`src/rtl/oled_pkg.sv`:
```
// Shared constants and types for the OLED screen scheduler: panel geometry, RGB565 colours,
// screen indices and game-flow state encoding.
package oled_pkg;

  localparam int unsigned OLED_W = 96;
  localparam int unsigned OLED_H = 64;

  localparam logic [15:0] BLACK = 16'h0000;
  localparam logic [15:0] WHITE = 16'hFFFF;
  localparam logic [15:0] RED   = 16'hF800;
  localparam logic [15:0] GREEN = 16'h07E0;
  localparam logic [15:0] BLUE  = 16'h001F;

  localparam logic [2:0] SCR_TITLE  = 3'd0;
  localparam logic [2:0] SCR_MENU   = 3'd1;
  localparam logic [2:0] SCR_LEVEL1 = 3'd2;
  localparam logic [2:0] SCR_LEVEL2 = 3'd3;
  localparam logic [2:0] SCR_LEVEL3 = 3'd4;
  localparam logic [2:0] SCR_OVER   = 3'd5;

  typedef enum logic [2:0] {
    StTitle,
    StMenu,
    StGame,
    StPause,
    StOver
  } state_e;

  // Pending input events, highest priority first.
  typedef struct packed {
    logic go;
    logic c;
    logic u;
    logic d;
  } events_t;

endpackage

```
`src/rtl/oled_screen_scheduler_if.sv`:
```
// Bundle between the OLED driver / game logic / renderers and the screen scheduler.
interface oled_screen_scheduler_if #(
  parameter int unsigned NScreens = 6
);
  logic                    frame_begin;
  logic [12:0]             pixel_index;
  logic                    btn_c;
  logic                    btn_u;
  logic                    btn_d;
  logic                    game_over;
  logic [16*NScreens-1:0]  screen_data;
  logic [6:0]              x;
  logic [5:0]              y;
  logic [2:0]              screen_sel;
  logic [1:0]              menu_sel;
  logic [15:0]             oled_data;

  modport master (
    output frame_begin, pixel_index, btn_c, btn_u, btn_d, game_over, screen_data,
    input  x, y, screen_sel, menu_sel, oled_data
  );

  modport slave (
    input  frame_begin, pixel_index, btn_c, btn_u, btn_d, game_over, screen_data,
    output x, y, screen_sel, menu_sel, oled_data
  );
endinterface

```
`src/rtl/oled_xy_map.sv`:
```
// Registers the driver's linear pixel index as column/row; indices past the panel map to 0,0.
module oled_xy_map
  import oled_pkg::*;
#(
  parameter int unsigned Width  = OLED_W,
  parameter int unsigned Height = OLED_H
) (
  input  logic        clk,
  input  logic        rst_n,
  input  logic [12:0] pixel_index_i,
  output logic [6:0]  x_o,
  output logic [5:0]  y_o
);

  localparam int unsigned NumPix = Width * Height;

  logic [6:0] x_d, x_q;
  logic [5:0] y_d, y_q;

  always_comb begin
    x_d = '0;
    y_d = '0;
    if (32'(pixel_index_i) < NumPix) begin
      x_d = 7'(pixel_index_i % 13'(Width));
      y_d = 6'(pixel_index_i / 13'(Width));
    end
  end

  always_ff @(posedge clk or negedge rst_n) begin
    if (!rst_n) begin
      x_q <= '0;
      y_q <= '0;
    end else begin
      x_q <= x_d;
      y_q <= y_d;
    end
  end

  assign x_o = x_q;
  assign y_o = y_q;

endmodule

```
`src/rtl/oled_screen_scheduler.sv`:
```
// Game-flow FSM for the OLED: picks the active screen, commits changes only at frame_begin,
// and muxes the selected renderer pixel (or black during pause blink-off) to the driver.
module oled_screen_scheduler
  import oled_pkg::*;
#(
  parameter int unsigned Width       = OLED_W,
  parameter int unsigned Height      = OLED_H,
  parameter int unsigned BlinkFrames = 15,
  parameter int unsigned OverFrames  = 180
) (
  input logic                    clk,
  input logic                    rst_n,
  oled_screen_scheduler_if.slave bus
);

  state_e      state_q, state_d;
  logic [1:0]  level_q, level_d;
  logic [1:0]  menu_q, menu_d;
  logic [7:0]  cnt_q, cnt_d;
  logic        blink_q, blink_d;
  events_t     pend_q, pend_d, pulse, ev;
  logic        in_play;
  logic [2:0]  sel;
  logic        blank;
  logic [15:0] oled_d, oled_q;

  oled_xy_map #(
    .Width  (Width),
    .Height (Height)
  ) u_xy_map (
    .clk           (clk),
    .rst_n         (rst_n),
    .pixel_index_i (bus.pixel_index),
    .x_o           (bus.x),
    .y_o           (bus.y)
  );

  always_ff @(posedge clk or negedge rst_n) begin
    if (!rst_n) begin
      state_q <= StTitle;
      level_q <= '0;
      menu_q  <= '0;
      cnt_q   <= '0;
      blink_q <= 1'b0;
      pend_q  <= '0;
      oled_q  <= BLACK;
    end else begin
      state_q <= state_d;
      level_q <= level_d;
      menu_q  <= menu_d;
      cnt_q   <= cnt_d;
      blink_q <= blink_d;
      pend_q  <= pend_d;
      oled_q  <= oled_d;
    end
  end

  always_comb begin
    pulse   = {bus.game_over, bus.btn_c, bus.btn_u, bus.btn_d};
    in_play = (state_q == StGame) || (state_q == StPause);

    // Events that do not apply to the current state neither act nor block lower ones.
    ev      = '0;
    ev.go   = pend_q.go & in_play;
    ev.c    = pend_q.c & ~ev.go;
    ev.u    = pend_q.u & (state_q == StMenu) & ~pend_q.c;
    ev.d    = pend_q.d & (state_q == StMenu) & ~pend_q.c & ~pend_q.u;

    // A pulse arriving with frame_begin belongs to the following frame.
    pend_d  = bus.frame_begin ? pulse : (pend_q | pulse);

    state_d = state_q;
    level_d = level_q;
    menu_d  = menu_q;
    cnt_d   = cnt_q;
    blink_d = blink_q;

    if (bus.frame_begin) begin
      unique case (state_q)
        StTitle: if (ev.c) state_d = StMenu;
        StMenu: begin
          if (ev.c) begin
            state_d = StGame;
            level_d = menu_q;
          end else if (ev.u) begin
            menu_d = (menu_q == 2'd0) ? 2'd2 : menu_q - 2'd1;
          end else if (ev.d) begin
            menu_d = (menu_q == 2'd2) ? 2'd0 : menu_q + 2'd1;
          end
        end
        StGame: begin
          if (ev.go) begin
            state_d = StOver;
            cnt_d   = '0;
          end else if (ev.c) begin
            state_d = StPause;
            cnt_d   = '0;
            blink_d = 1'b0;
          end
        end
        StPause: begin
          if (ev.go) begin
            state_d = StOver;
            cnt_d   = '0;
          end else if (ev.c) begin
            state_d = StGame;
          end else if (cnt_q == 8'(BlinkFrames - 1)) begin
            cnt_d   = '0;
            blink_d = ~blink_q;
          end else begin
            cnt_d = cnt_q + 8'd1;
          end
        end
        StOver: begin
          if (ev.c || (cnt_q == 8'(OverFrames - 1))) begin
            state_d = StTitle;
          end else begin
            cnt_d = cnt_q + 8'd1;
          end
        end
        default: state_d = StTitle;
      endcase
    end
  end

  always_comb begin
    sel   = SCR_TITLE;
    blank = 1'b0;
    unique case (state_q)
      StTitle: sel = SCR_TITLE;
      StMenu:  sel = SCR_MENU;
      StGame:  sel = SCR_LEVEL1 + {1'b0, level_q};
      StPause: begin
        sel   = SCR_LEVEL1 + {1'b0, level_q};
        blank = blink_q;
      end
      StOver:  sel = SCR_OVER;
      default: sel = SCR_TITLE;
    endcase
    oled_d = blank ? BLACK : bus.screen_data[{sel, 4'b0000} +: 16];
  end

  assign bus.screen_sel = sel;
  assign bus.menu_sel   = menu_q;
  assign bus.oled_data  = oled_q;

endmodule

```
`src/flat_wrapper.sv`:
```
// flat-port wrapper written by rule: the top's interface ports become plain ports
module oled_screen_scheduler_flat import oled_pkg::*;
#(
  parameter int unsigned Width       = OLED_W,
  parameter int unsigned Height      = OLED_H,
  parameter int unsigned BlinkFrames = 15,
  parameter int unsigned OverFrames  = 180
)
  (clk, rst_n, bus_frame_begin, bus_pixel_index, bus_btn_c, bus_btn_u, bus_btn_d, bus_game_over, bus_screen_data, bus_x, bus_y, bus_screen_sel, bus_menu_sel, bus_oled_data);
  oled_screen_scheduler_if #(.NScreens(6)) bus_i ();
  input logic clk;
  input logic rst_n;
  input wire logic [$bits(bus_i.frame_begin)-1:0] bus_frame_begin;
  input wire logic [$bits(bus_i.pixel_index)-1:0] bus_pixel_index;
  input wire logic [$bits(bus_i.btn_c)-1:0] bus_btn_c;
  input wire logic [$bits(bus_i.btn_u)-1:0] bus_btn_u;
  input wire logic [$bits(bus_i.btn_d)-1:0] bus_btn_d;
  input wire logic [$bits(bus_i.game_over)-1:0] bus_game_over;
  input wire logic [$bits(bus_i.screen_data)-1:0] bus_screen_data;
  output wire logic [$bits(bus_i.x)-1:0] bus_x;
  output wire logic [$bits(bus_i.y)-1:0] bus_y;
  output wire logic [$bits(bus_i.screen_sel)-1:0] bus_screen_sel;
  output wire logic [$bits(bus_i.menu_sel)-1:0] bus_menu_sel;
  output wire logic [$bits(bus_i.oled_data)-1:0] bus_oled_data;
  assign bus_i.frame_begin = bus_frame_begin;
  assign bus_i.pixel_index = bus_pixel_index;
  assign bus_i.btn_c = bus_btn_c;
  assign bus_i.btn_u = bus_btn_u;
  assign bus_i.btn_d = bus_btn_d;
  assign bus_i.game_over = bus_game_over;
  assign bus_i.screen_data = bus_screen_data;
  assign bus_x = bus_i.x;
  assign bus_y = bus_i.y;
  assign bus_screen_sel = bus_i.screen_sel;
  assign bus_menu_sel = bus_i.menu_sel;
  assign bus_oled_data = bus_i.oled_data;
  oled_screen_scheduler #(.Width(Width), .Height(Height), .BlinkFrames(BlinkFrames), .OverFrames(OverFrames)) u_core (.clk(clk), .rst_n(rst_n), .bus(bus_i));
endmodule
```
`config.mk`:
```
export PLATFORM = sky130hd
export DESIGN_NAME = oled_screen_scheduler_flat
export DESIGN_NICKNAME = d
export VERILOG_FILES = /design/src/rtl/oled_pkg.sv /design/src/rtl/oled_screen_scheduler_if.sv /design/src/rtl/oled_xy_map.sv /design/src/rtl/oled_screen_scheduler.sv /design/src/flat_wrapper.sv
export SDC_FILE = /design/constraint.sdc
export NUM_CORES = 1
export LEC_CHECK = 0
export ABC_AREA = 1
export BUFFER_PORTS_ARGS = -buffer_cell sky130_fd_sc_hd__buf_2
export CAP_MARGIN = 30
export CORE_MARGIN = 1.5
export CORE_UTILIZATION = 45
export CTS_CLUSTER_SIZE = 28
export DETAILED_ROUTE_END_ITERATION = 12
export PLACE_DENSITY = 0.78
export SLEW_MARGIN = 0
export SYNTH_ARGS = -nofsm -noshare
export SYNTH_HDL_FRONTEND = slang
export SYNTH_SLANG_ARGS = --single-unit
```
`constraint.sdc`:
```
create_clock -name clk -period 2.6 [get_ports clk]
set_input_delay 0.39 -clock clk [delete_from_list [all_inputs] [get_ports clk]]
set_output_delay 0.39 -clock clk [all_outputs]
set_load 0.1 [all_outputs]
```
==> results.json <==
{
  "die_h_um": 87.6,
  "arrival_ns": 1.91,
  "drtPass1Iterations": 4,
  "setup-violations-final": 0,
  "grt_pass1_vias": 3344,
  "synth_cell_types": 38,
  "cts_resized": 0,
  "grt_usage": 0.244,
  "rsz0062_at_grt": "no",
  "viasPerCell": 5.09,
  "clk_pin_slew_worst_paths_ns": 0.09,
  "drive_above_1_share": 0.353,
  "core_area_sq_um": 6870,
  "cp.required_ns": 2.21,
  "period_needed_ns": 2.30,
  "rows": 30,
  "ys_warn_count": 0,
  "start_kind": "register",
  "wirelength_um": 8690,
  "cts_made_buffers": 5,
  "wl_per_cell_um": 13.0,
  "power_per_cell_area_nw_per_um2": 1330,
  "tns_ns": 0,
  "holdBufCountCts": 0,
  "period_share": 0.885,
  "hpwl_um": 6890,
  "clock_sinks": 49,
  "p_leak_uw": 0.00223,
  "clockRootBuffer": "clkbuf_8",
  "cp_max_fo": 81,
  "fin_skew_ns": 0.0135,
  "synth_area_leaders": "dfrtp_1 38%, a21oi_1 10%, inv_1 8.7%",
  "ys_seq_area_frac": 0.381,
  "synth-edff-count": 0,
  "async_reset_ff_frac": 1.00,
  "cts_tree": "yes",
  "syn_avg_cell_area_sq_um": 7.58,
  "yosysTopAreaCellShare": 0.381,
  "gp_congestion": 0.878,
  "max-slew-margin-rel": 0.664,
  "critPathKind": "reg2out",
  "grt_max_degree": 82,
  "worst_slew_pin_slew_ns": 0.507,
  "slew_viol_final": 0,
  "yosysMostFrequentCell": "inv_1",
  "area_growth_syn_to_layout_pct": 30.8,
  "synth_area_sq_um": 3220,
  "postPlaceCellArea_sq_um": 4100,
  "yosys.area.top_type": "dfrtp_1",
  "grt_overflow_total": 0,
  "postCtsSetupBuffers": 0,
  "antenna_found_initial": 0,
  "clk_latency_ns": 0.31,
  "ant_nets": 0,
  "cts_max_level": 2,
  "ys.flop_type": "dfrtp_1",
  "hp-class": "in2async",
  "ir_drop_mv": 1.09,
  "critPathCaptureType": "primary output",
  "post_synth_most_frequent_cells": "75 x inv_1, 65 x a21oi_1, 50 x nand2_1",
  "drc": 0,
  "antenna_cells": 0,
  "clock.fmax_ghz": 0.435,
  "cap_viol_max_count": 0,
  "io_pins": 150,
  "clock_path_buffers": 2,
  "fin_util": 0.613,
  "nNetsFinal": 692,
  "ys_seq_elements": 49,
  "die_w_um": 87.6,
  "die_area_sq_um": 7680,
  "portBuffers": 149,
  "vias": 3399,
  "rrSetupSlack_ns": 0.50,
  "fin_area_sq_um": 4210,
  "start_util": 0.469,
  "status": "finished clean",
  "hold_viol": 0,
  "grt_pass1_wl_um": 14900,
  "first_iter_violations": 196,
  "syn_inst": 425,
  "syn-num-nets": 546
}
## metrics by stage
stage | setup WS (ns) | cells | power [uW] | hold WS [ns]
after floorplan | 0.208 | 425 | 4290 | 0.0944
after global placement | 0.606 | 660 | 5010 | 0.355
after CTS | 0.320 | 668 | 5630 | 0.0171
after detailed placement | 0.492 | 660 | 5070 | 0.360
after global routing | 0.155 | 668 | 6030 | 0.0351
final | 0.300 | 668 | 5600 | 0.0165
## cells by family after synthesis
logic type | share of synthesized area
and+or+nand+nor | 0.161
AOI/OAI and AO/OA | 0.273
DFF | 0.381
muxes | 0.0501
buffers and inverters | 0.116
adders and majority gates | 0.0194
## path summary, 6_finish.rpt
kind                                            end  cells after the start               from
min in group clk                   u_core.pend_q[1]                      2          bus_btn_u
max in group asynchronous         u_core.state_q[0]                      2              rst_n
setup reg to reg           u_core.bus.oled_data[14]                      8  u_core.state_q[2]
hold / removal               u_core.bus.menu_sel[1]                      1              rst_n
setup / recovery                  bus_screen_sel[0]                      6  u_core.state_q[2]
hold reg to reg                    u_core.pend_q[0]                      1   u_core.pend_q[0]
## power by group
group	total (uW)	leakage [uW]	switching, uW	internal [uW]
Clock	546	0.0000585	258	288
Sequential	1120	0.000597	115	1010
Combinational	3930	0.00157	2900	1020
## state kept, by name, summed over array words and instances, names as in the netlist
register and cells:
u_core.level_q 2, u_core.bus.menu_sel 2, u_core.pend_q 4, u_core.cnt_q 8, u_core.blink_q 1, u_core.bus.oled_data 16, u_core.u_xy_map.y_o 6, u_core.state_q 3
u_core.u_xy_map.x_o 7
## critical path, stage by stage (launching register included)
cell     delay, ns
dfrtp_1       0.45
inv_2         0.08
nor3_2        0.23
inv_1         0.17
nand3_2       0.11
buf_12        0.31
buf_12        0.22
## layout make-up
class                   count  area, sq um
clock buffers               5         68.8
clock inverters             3         43.8
fillers                   640         2660
inverters                  80          300
multi-input cells         279         1630
flip-flops and latches     49         1230
well taps                  96          120
repair buffers            156          826
## cell usage in the layout (no fill, tap or decap), types with 2 or more instances in the layout
cell type,netlist,routed
o21ai_0,40,40
nand4_1,2,2
nand2_2,11,11
o21ai_2,5,6
inv_1,75,75
nor3_2,2,2
nor2_1,21,20
buf_12,0,2
a21o_1,2,2
o21ai_1,4,3
a21oi_1,65,65
buf_4,2,6
nor3_1,2,2
inv_2,4,4
mux2i_1,15,15
a211oi_1,15,15
o221ai_1,4,4
clkbuf_8,0,5
o21bai_1,2,2
ha_1,5,5
buf_2,2,148
nand3_1,10,10
dfrtp_1,49,49
nand3_2,5,5
a31oi_1,2,2
o22ai_1,4,4
o41ai_1,2,2
nand2_1,50,50
nor2_2,3,4
## per-layer routing
metal / up-vias / routed length [um] / track usage
met5: - / 0 / 0
met4: 0 / 126 / 0.0750
met3: 15 / 482 / 0.0490
met2: 102 / 4280 / 0.415
met1: 1565 / 3810 / 0.313
li1: 1717 / - / -
(Power assumes the default switching activity.)
